==> src/rtl/vram_arbiter_pkg.sv <==
// vram_arbiter_pkg: shared FSM state type and counter width for the VRAM arbiter
package vram_arbiter_pkg;
  localparam int VRAM_ARB_CNT_W = 8;
  typedef enum logic [2:0] {IDLE, GRANT_A, GRANT_B, RELEASE_A, RELEASE_B} vram_arb_state_t;
endpackage

==> src/rtl/vram_arbiter.sv <==
// vram_arbiter: shares one VRAM port between CPU (A) and video scan-out (B), B priority with CPU starvation guard
//   i_clock, i_reset        clock, asynchronous active-high reset
//   i_pa_* / o_pa_*         CPU port: request, rw, address, wdata in; rdata, ready out
//   i_pb_* / o_pb_*         video fetch port, same shape as A
//   o_bus_* / i_bus_*       single memory port toward the VRAM/SDRAM controller
module vram_arbiter
  import vram_arbiter_pkg::*;
#(
  parameter int STARVE_LIMIT = 8
) (
  input  logic        i_clock,
  input  logic        i_reset,
  input  logic        i_pa_request,
  input  logic        i_pa_rw,
  input  logic [31:0] i_pa_address,
  input  logic [31:0] i_pa_wdata,
  output logic [31:0] o_pa_rdata,
  output logic        o_pa_ready,
  input  logic        i_pb_request,
  input  logic        i_pb_rw,
  input  logic [31:0] i_pb_address,
  input  logic [31:0] i_pb_wdata,
  output logic [31:0] o_pb_rdata,
  output logic        o_pb_ready,
  output logic        o_bus_request,
  output logic        o_bus_rw,
  output logic [31:0] o_bus_address,
  output logic [31:0] o_bus_wdata,
  input  logic [31:0] i_bus_rdata,
  input  logic        i_bus_ready
);
  localparam logic [VRAM_ARB_CNT_W-1:0] LIMIT = VRAM_ARB_CNT_W'(STARVE_LIMIT);
  vram_arb_state_t r_state, w_state;
  logic [VRAM_ARB_CNT_W-1:0] r_cnt, w_cnt;
  logic r_bus_request, w_bus_request, r_bus_rw, w_bus_rw;
  logic r_pa_ready, w_pa_ready, r_pb_ready, w_pb_ready;
  logic [31:0] r_bus_address, w_bus_address, r_bus_wdata, w_bus_wdata;
  logic [31:0] r_pa_rdata, w_pa_rdata, r_pb_rdata, w_pb_rdata;
  logic w_pick_b;
  // video wins unless the CPU is waiting and has already sat out LIMIT video grants
  assign w_pick_b = i_pb_request && (!i_pa_request || r_cnt < LIMIT);
  always_comb begin
    w_state       = r_state;
    w_cnt         = r_cnt;
    w_bus_request = r_bus_request;
    w_bus_rw      = r_bus_rw;
    w_bus_address = r_bus_address;
    w_bus_wdata   = r_bus_wdata;
    w_pa_rdata    = r_pa_rdata;
    w_pb_rdata    = r_pb_rdata;
    w_pa_ready    = 1'b0;
    w_pb_ready    = 1'b0;
    case (r_state)
      IDLE: if (w_pick_b || i_pa_request) begin
        w_state       = w_pick_b ? GRANT_B : GRANT_A;
        w_bus_request = 1'b1;
        w_bus_rw      = w_pick_b ? i_pb_rw : i_pa_rw;
        w_bus_address = w_pick_b ? i_pb_address : i_pa_address;
        w_bus_wdata   = w_pick_b ? i_pb_wdata : i_pa_wdata;
        // counter tracks how long a pending CPU request has been passed over; saturates at all-ones
        w_cnt         = !w_pick_b ? '0 : (i_pa_request && r_cnt != '1) ? r_cnt + 1'b1 : r_cnt;
      end
      GRANT_A, GRANT_B: if (i_bus_ready) begin
        w_state       = (r_state == GRANT_B) ? RELEASE_B : RELEASE_A;
        w_bus_request = 1'b0;
        w_pa_ready    = r_state == GRANT_A;
        w_pb_ready    = r_state == GRANT_B;
        w_pa_rdata    = (r_state == GRANT_A && !r_bus_rw) ? i_bus_rdata : r_pa_rdata;
        w_pb_rdata    = (r_state == GRANT_B && !r_bus_rw) ? i_bus_rdata : r_pb_rdata;
      end
      default: w_state = IDLE;
    endcase
  end
  always_ff @(posedge i_clock or posedge i_reset) begin
    if (i_reset) begin
      r_state       <= IDLE;
      r_cnt         <= '0;
      r_bus_request <= 1'b0;
      r_bus_rw      <= 1'b0;
      r_bus_address <= '0;
      r_bus_wdata   <= '0;
      r_pa_rdata    <= '0;
      r_pb_rdata    <= '0;
      r_pa_ready    <= 1'b0;
      r_pb_ready    <= 1'b0;
    end else begin
      r_state       <= w_state;
      r_cnt         <= w_cnt;
      r_bus_request <= w_bus_request;
      r_bus_rw      <= w_bus_rw;
      r_bus_address <= w_bus_address;
      r_bus_wdata   <= w_bus_wdata;
      r_pa_rdata    <= w_pa_rdata;
      r_pb_rdata    <= w_pb_rdata;
      r_pa_ready    <= w_pa_ready;
      r_pb_ready    <= w_pb_ready;
    end
  end
  assign o_bus_request = r_bus_request;
  assign o_bus_rw      = r_bus_rw;
  assign o_bus_address = r_bus_address;
  assign o_bus_wdata   = r_bus_wdata;
  assign o_pa_rdata    = r_pa_rdata;
  assign o_pb_rdata    = r_pb_rdata;
  assign o_pa_ready    = r_pa_ready;
  assign o_pb_ready    = r_pb_ready;
endmodule

==> config.mk <==
export PLATFORM = sky130hd
export DESIGN_NAME = vram_arbiter
export DESIGN_NICKNAME = d
export VERILOG_FILES = /design/src/rtl/vram_arbiter_pkg.sv /design/src/rtl/vram_arbiter.sv
export SDC_FILE = /design/constraint.sdc
export NUM_CORES = 1
export LEC_CHECK = 0
export ABC_AREA = 0
export BUFFER_PORTS_ARGS = -buffer_cell sky130_fd_sc_hd__buf_4
export CAP_MARGIN = 20
export CORE_ASPECT_RATIO = 2
export CORE_MARGIN = 2
export CORE_UTILIZATION = 30
export CTS_BUF_LIST = sky130_fd_sc_hd__clkbuf_16
export CTS_CLUSTER_DIAMETER = 120
export DETAILED_ROUTE_END_ITERATION = 12
export SLEW_MARGIN = 20
export SYNTH_ARGS = -nofsm -noshare
export SYNTH_HDL_FRONTEND = slang
export SYNTH_SLANG_ARGS = --single-unit
==> constraint.sdc <==
create_clock -name i_clock -period 15.1 [get_ports i_clock]
set_input_delay 3.02 -clock i_clock [delete_from_list [all_inputs] [get_ports i_clock]]
set_output_delay 3.02 -clock i_clock [all_outputs]
set_load 0.05 [all_outputs]
[Yosys cells after proc, flatten, opt, wreduce, memory -nomap -nowiden]
Cells that the tools add are included.
Storage, ports and cells
  bits in registers: 143
  bits of input ports: 167
Cells by class
  add/sub/neg operators: 1
  $lt $le $gt $ge: 1
  eq/ne operators: 6
  muxes and demuxes: 17
  reduce and logical (&&, ||, !) cells: 17
Operator list (number)
  $mux W32: 2
  $mux W8: 2
  $reduce_and A3 Y1: 4
  $mux W3: 3
  $add A8 B1 Y8 const B: 1
  $lt A8 B4 Y1 const B: 1
  $ne A8 B8 Y1 const B: 1
  $mux W1: 7
  $pmux W3 S2: 1
  $logic_and A1 B1 Y1: 4
  $ne A2 B2 Y1 const B: 2
  $reduce_and A2 Y1: 2
  $eq A3 B1 Y1 const B: 1
  $eq A3 B2 Y1 const B: 1
  $logic_not A3 Y1: 1
  $logic_not A1 Y1: 2
  $logic_or A1 B1 Y1: 2
  $mux W2: 1
  $ne A2 B1 Y1 const B: 1
  $pmux W1 S2: 1
  $reduce_bool A2 Y1: 1
  $reduce_or A2 Y1: 1

[Logic depth before layout (Yosys ltp)]
  depth after elaboration: 6
  depth in mapped cells: 6
  mapped depth without buffers: 4

[Worst setup path after synthesis]
No wires, ideal clock.
  path type: input -> register
  start: input port i_bus_ready
  end: register r_pa_rdata[0] (netlist: o_pa_rdata[0])
  library setup time: 128 ps
  data arrival time: 4104 ps
  data required time: 14972 ps
  setup slack: 10868 ps
  stages: 5
  path buffers: 2
  cells stage by stage: nand2b_1 -> or4_1 -> buf_2 -> buf_6 -> mux2_1
Between the ends
  cells in the longest elaborated chain, start to end: 1
Ends and longest elaborated chain
  start: declaration: line vram_arbiter.sv:30  | input logic i_bus_ready
  $reduce_and A3 Y1 (no line)
  end signal: assignment: line vram_arbiter.sv:93  | r_pa_rdata <= w_pa_rdata;
  end: declaration: line vram_arbiter.sv:38  | logic [31:0] r_pa_rdata, w_pa_rdata, r_pb_rdata, w_pb_rdata;
No other way between the ends.
A chain may end at the register's enable or synchronous reset.

[Worst setup path in the final report]
  start: input port i_pa_request
  end: register r_bus_address[13] (netlist: o_bus_address[13])
Between the ends
  cells in the longest elaborated chain, start to end: 5
  elaborated cells between the ends (all ways): 6
  those cells by class: mux (1); reduce/logical (5)
Ends and longest elaborated chain
  start: declaration: line vram_arbiter.sv:13  | input logic i_pa_request,
  $logic_not A1 Y1: line vram_arbiter.sv:41  | assign w_pick_b = i_pb_request && (!i_pa_request || r_cnt < LIMIT);
  $logic_or A1 B1 Y1: line vram_arbiter.sv:41
  $logic_and A1 B1 Y1: line vram_arbiter.sv:41
  $logic_or A1 B1 Y1: line vram_arbiter.sv:54  | IDLE: if (w_pick_b || i_pa_request) begin
  $reduce_and A2 Y1 (no line)
  end signal: assignment: line vram_arbiter.sv:91  | r_bus_address <= w_bus_address;
  end: declaration: line vram_arbiter.sv:37  | logic [31:0] r_bus_address, w_bus_address, r_bus_wdata, w_bus_wdata;
Several ways; a longest one is shown, not always the timed one.

==> out/results.tsv <==
metric	value	unit
end_kind	flop	
cts_sinks	143	
cellPowerDensity	266	mW/mm²
cts_tree	built	
finalMaxSlewViolations	0	
ys_ff_latch	143	
n_antenna_cell	0	
synth_area_per_cell	10.7	µm²
holdPathEnd	r_cnt[5]	
grt_overflow	0	
dp_hpwl	12700	µm
synth_fp_nets	718	
status	finished clean	
yosys-top-cells-area	dfrtp_1, nand2_1, a31oi_1, mux2_2, mux2_1	
worstHoldStart	r_cnt[5]	
cts_buffers	17	
tns	0	ns
drtAntennaViolNets	0	
reg2reg_from	r_state[1]	
rr_endpoint	o_bus_address[13]	
grt_pass1_vias	5129	
cts-htree-levels	4	
synth_most_common_cell	dfrtp_1	
die_area	0.0208	mm²
grt_first_pass_wirelength	27100	µm
syn_to_final_growth	52.1	%
gp_congestion	0.806	
rsz0062_at_grt	no	
syn_inst	550	
synth_edf_count	0	
yosysSeqAreaShare	60.7	%
wl	17400	µm
rows	72	
cts_resized	0	
vias	5073	
finalHoldViolCount	0	
skew	0.0101	ns
drc	0	
r2r_cells	5	
grt_usage	17.1	%
leakage	4.33	nW
ios	299	
start_util	30.6	%
wl_per_cell	15.7	µm
clockRootBuffer	clkbuf_16	
fill_cells	1919	
cp_data_arrival_time	4.79	ns
post_cts_buffers	0	
antenna_found_initial	0	
start_kind	input pin	
layout_worst_path_cycle_share	29.5	%
drt_first_pass_iters	6	
cts_buffer_depth	2	
ctsHoldBuffers	0	
synth_area_leader_cell	dfrtp_1	
ys_top_cells_by_count	dfrtp_1, nand2_1, nor2_1	
min_delay_path_depth	1	
cp_max_fo	100	
synthArstFlopShare	100	%
num-nets-final	1007	
max_freq	224	MHz
criticalPathCategory	input pin to flop	
die_h	202	µm
timing.final.crit_period	4.46	ns
ys_warn_count	0	
r2r_slack	12.76	ns
worstSkewPairLatency	0.41	ns
synth_cell_type_count	31	
grt_max_degree	101	
synth_top_area_share	60.7	%
viasPerCell	4.57	
clk_pin_slew_worst_paths	0.06	ns
chipWidth	103	µm
first_iter_violations	180	
ys.flop_type	dfrtp_1	
drive_above_1_share	44.1	%
io_buffers	298	
crit_required	15.43	ns
hold_class	flop to flop	
tightest_slew	0.952	ns
final_util	46.5	%
relSlewSlack	36.5	%
core	0.0193	mm²
cap_viol_max_count	0	
ir_drop	92.2	µV
p_total	0.00238	W
final-setup-viol-count	0	
syn-cell-area	0.00589	mm²
-- sequential cells by signal, summed over array words and instances, names as in the netlist --
register,count
o_bus_request,1
o_pb_ready,1
r_cnt,8
o_pa_rdata,32
o_bus_wdata,32
o_bus_rw,1
r_state,3
o_pb_rdata,32
o_pa_ready,1
o_bus_address,32
-- layout make-up --
type                       count  area, µm²  area share, %
clock buffer                  17        425           4.75
tap                          259        324           3.62
multi-input combinational    368       2140           23.9
clock inverter                13        163           1.82
sequential                   143       3580           39.9
timing repair buffer         306       2310           25.8
inverter                       3       16.3          0.182
-- where the power goes --
| part | total (W) | internal, W | switching, W |
|---|---|---|---|
| Clock | 0.000423 | 0.000259 | 0.000164 |
| Sequential | 0.000670 | 0.000568 | 0.000102 |
| Combinational | 0.00129 | 0.000396 | 0.000892 |
-- per-stage QoR --
step	hold slack (ns)	worst slack (ns)	instances	area, µm²
5_1_grt	0.498	10.40	1109	8960
2_1_floorplan	0.452	8.24	550	5890
3_5_place_dp	0.473	10.19	1078	8350
6_report	0.488	10.64	1109	8960
4_1_cts	0.494	10.65	1108	8940
3_3_place_gp	0.471	10.23	1078	8350
-- worst max-delay path, stage by stage --
cell and delay [ns]:
buf_4 0.10, nor2_1 0.06, nor4_2 0.15, buf_4 0.33
buf_4 0.76, nor2_1 0.09, a31oi_1 0.18
-- cell usage in the layout (no fill, tap or decap) --
cell / netlist / routed
nand3b_1: 1 / 1
o21a_1: 2 / 1
inv_1: 2 / 1
o21ai_4: 0 / 1
bufinv_16: 0 / 3
clkinvlp_4: 0 / 2
clkbuf_16: 0 / 17
nor2_1: 69 / 69
nand2b_1: 4 / 4
nor3_1: 1 / 1
buf_4: 3 / 305
o2bb2ai_1: 1 / 1
o21a_2: 0 / 1
dfrtp_1: 143 / 143
o31ai_1: 1 / 1
ha_1: 1 / 1
mux2_1: 30 / 30
nor4_2: 0 / 1
or4_1: 2 / 2
a211oi_1: 1 / 1
inv_2: 1 / 1
nand2_1: 135 / 135
nand3_2: 0 / 1
a41oi_1: 1 / 1
nor4b_1: 1 / 1
inv_6: 0 / 4
a21oi_1: 3 / 3
a31oi_1: 65 / 65
clkinv_1: 0 / 1
nor3b_1: 2 / 2
buf_12: 0 / 1
nand3_1: 3 / 2
clkinv_2: 0 / 2
mux2_2: 34 / 34
nor2b_1: 3 / 3
o21ai_0: 6 / 6
clkinv_4: 0 / 2
-- routing by layer --
| layer | share of wire [%] | routed length [µm] | GRT usage [%] |
|---|---|---|---|
| met1 | 37 | 6430 | 18.8 |
| met2 | 56 | 9760 | 31.2 |
| met3 | 4.7 | 813 | 3.73 |
| met4 | 2.1 | 370 | 6.48 |
| met5 | 0 | 0 | 0 |
-- logic make-up after synthesis --
group / count (synthesis) / synth area share, %
compound gates: 81 / 8.56
flops: 143 / 60.7
mux: 64 / 12.2
simple gates: 222 / 15.0
buf+inv: 39 / 3.27
fa+ha+maj: 1 / 0.212
-- worst max path at each step --
stage	start	endpoint	slack [ns]
floorplan	i_reset	o_bus_address[0]	8.24
global placement	i_pa_request	o_bus_address[10]	10.23
detailed placement	i_pa_request	o_bus_address[4]	10.19
CTS	i_pa_request	o_bus_address[4]	10.65
global route	i_pa_request	o_bus_address[23]	10.40
finish	i_pa_request	o_bus_address[13]	10.64
Power figures use the tool's default switching activity.
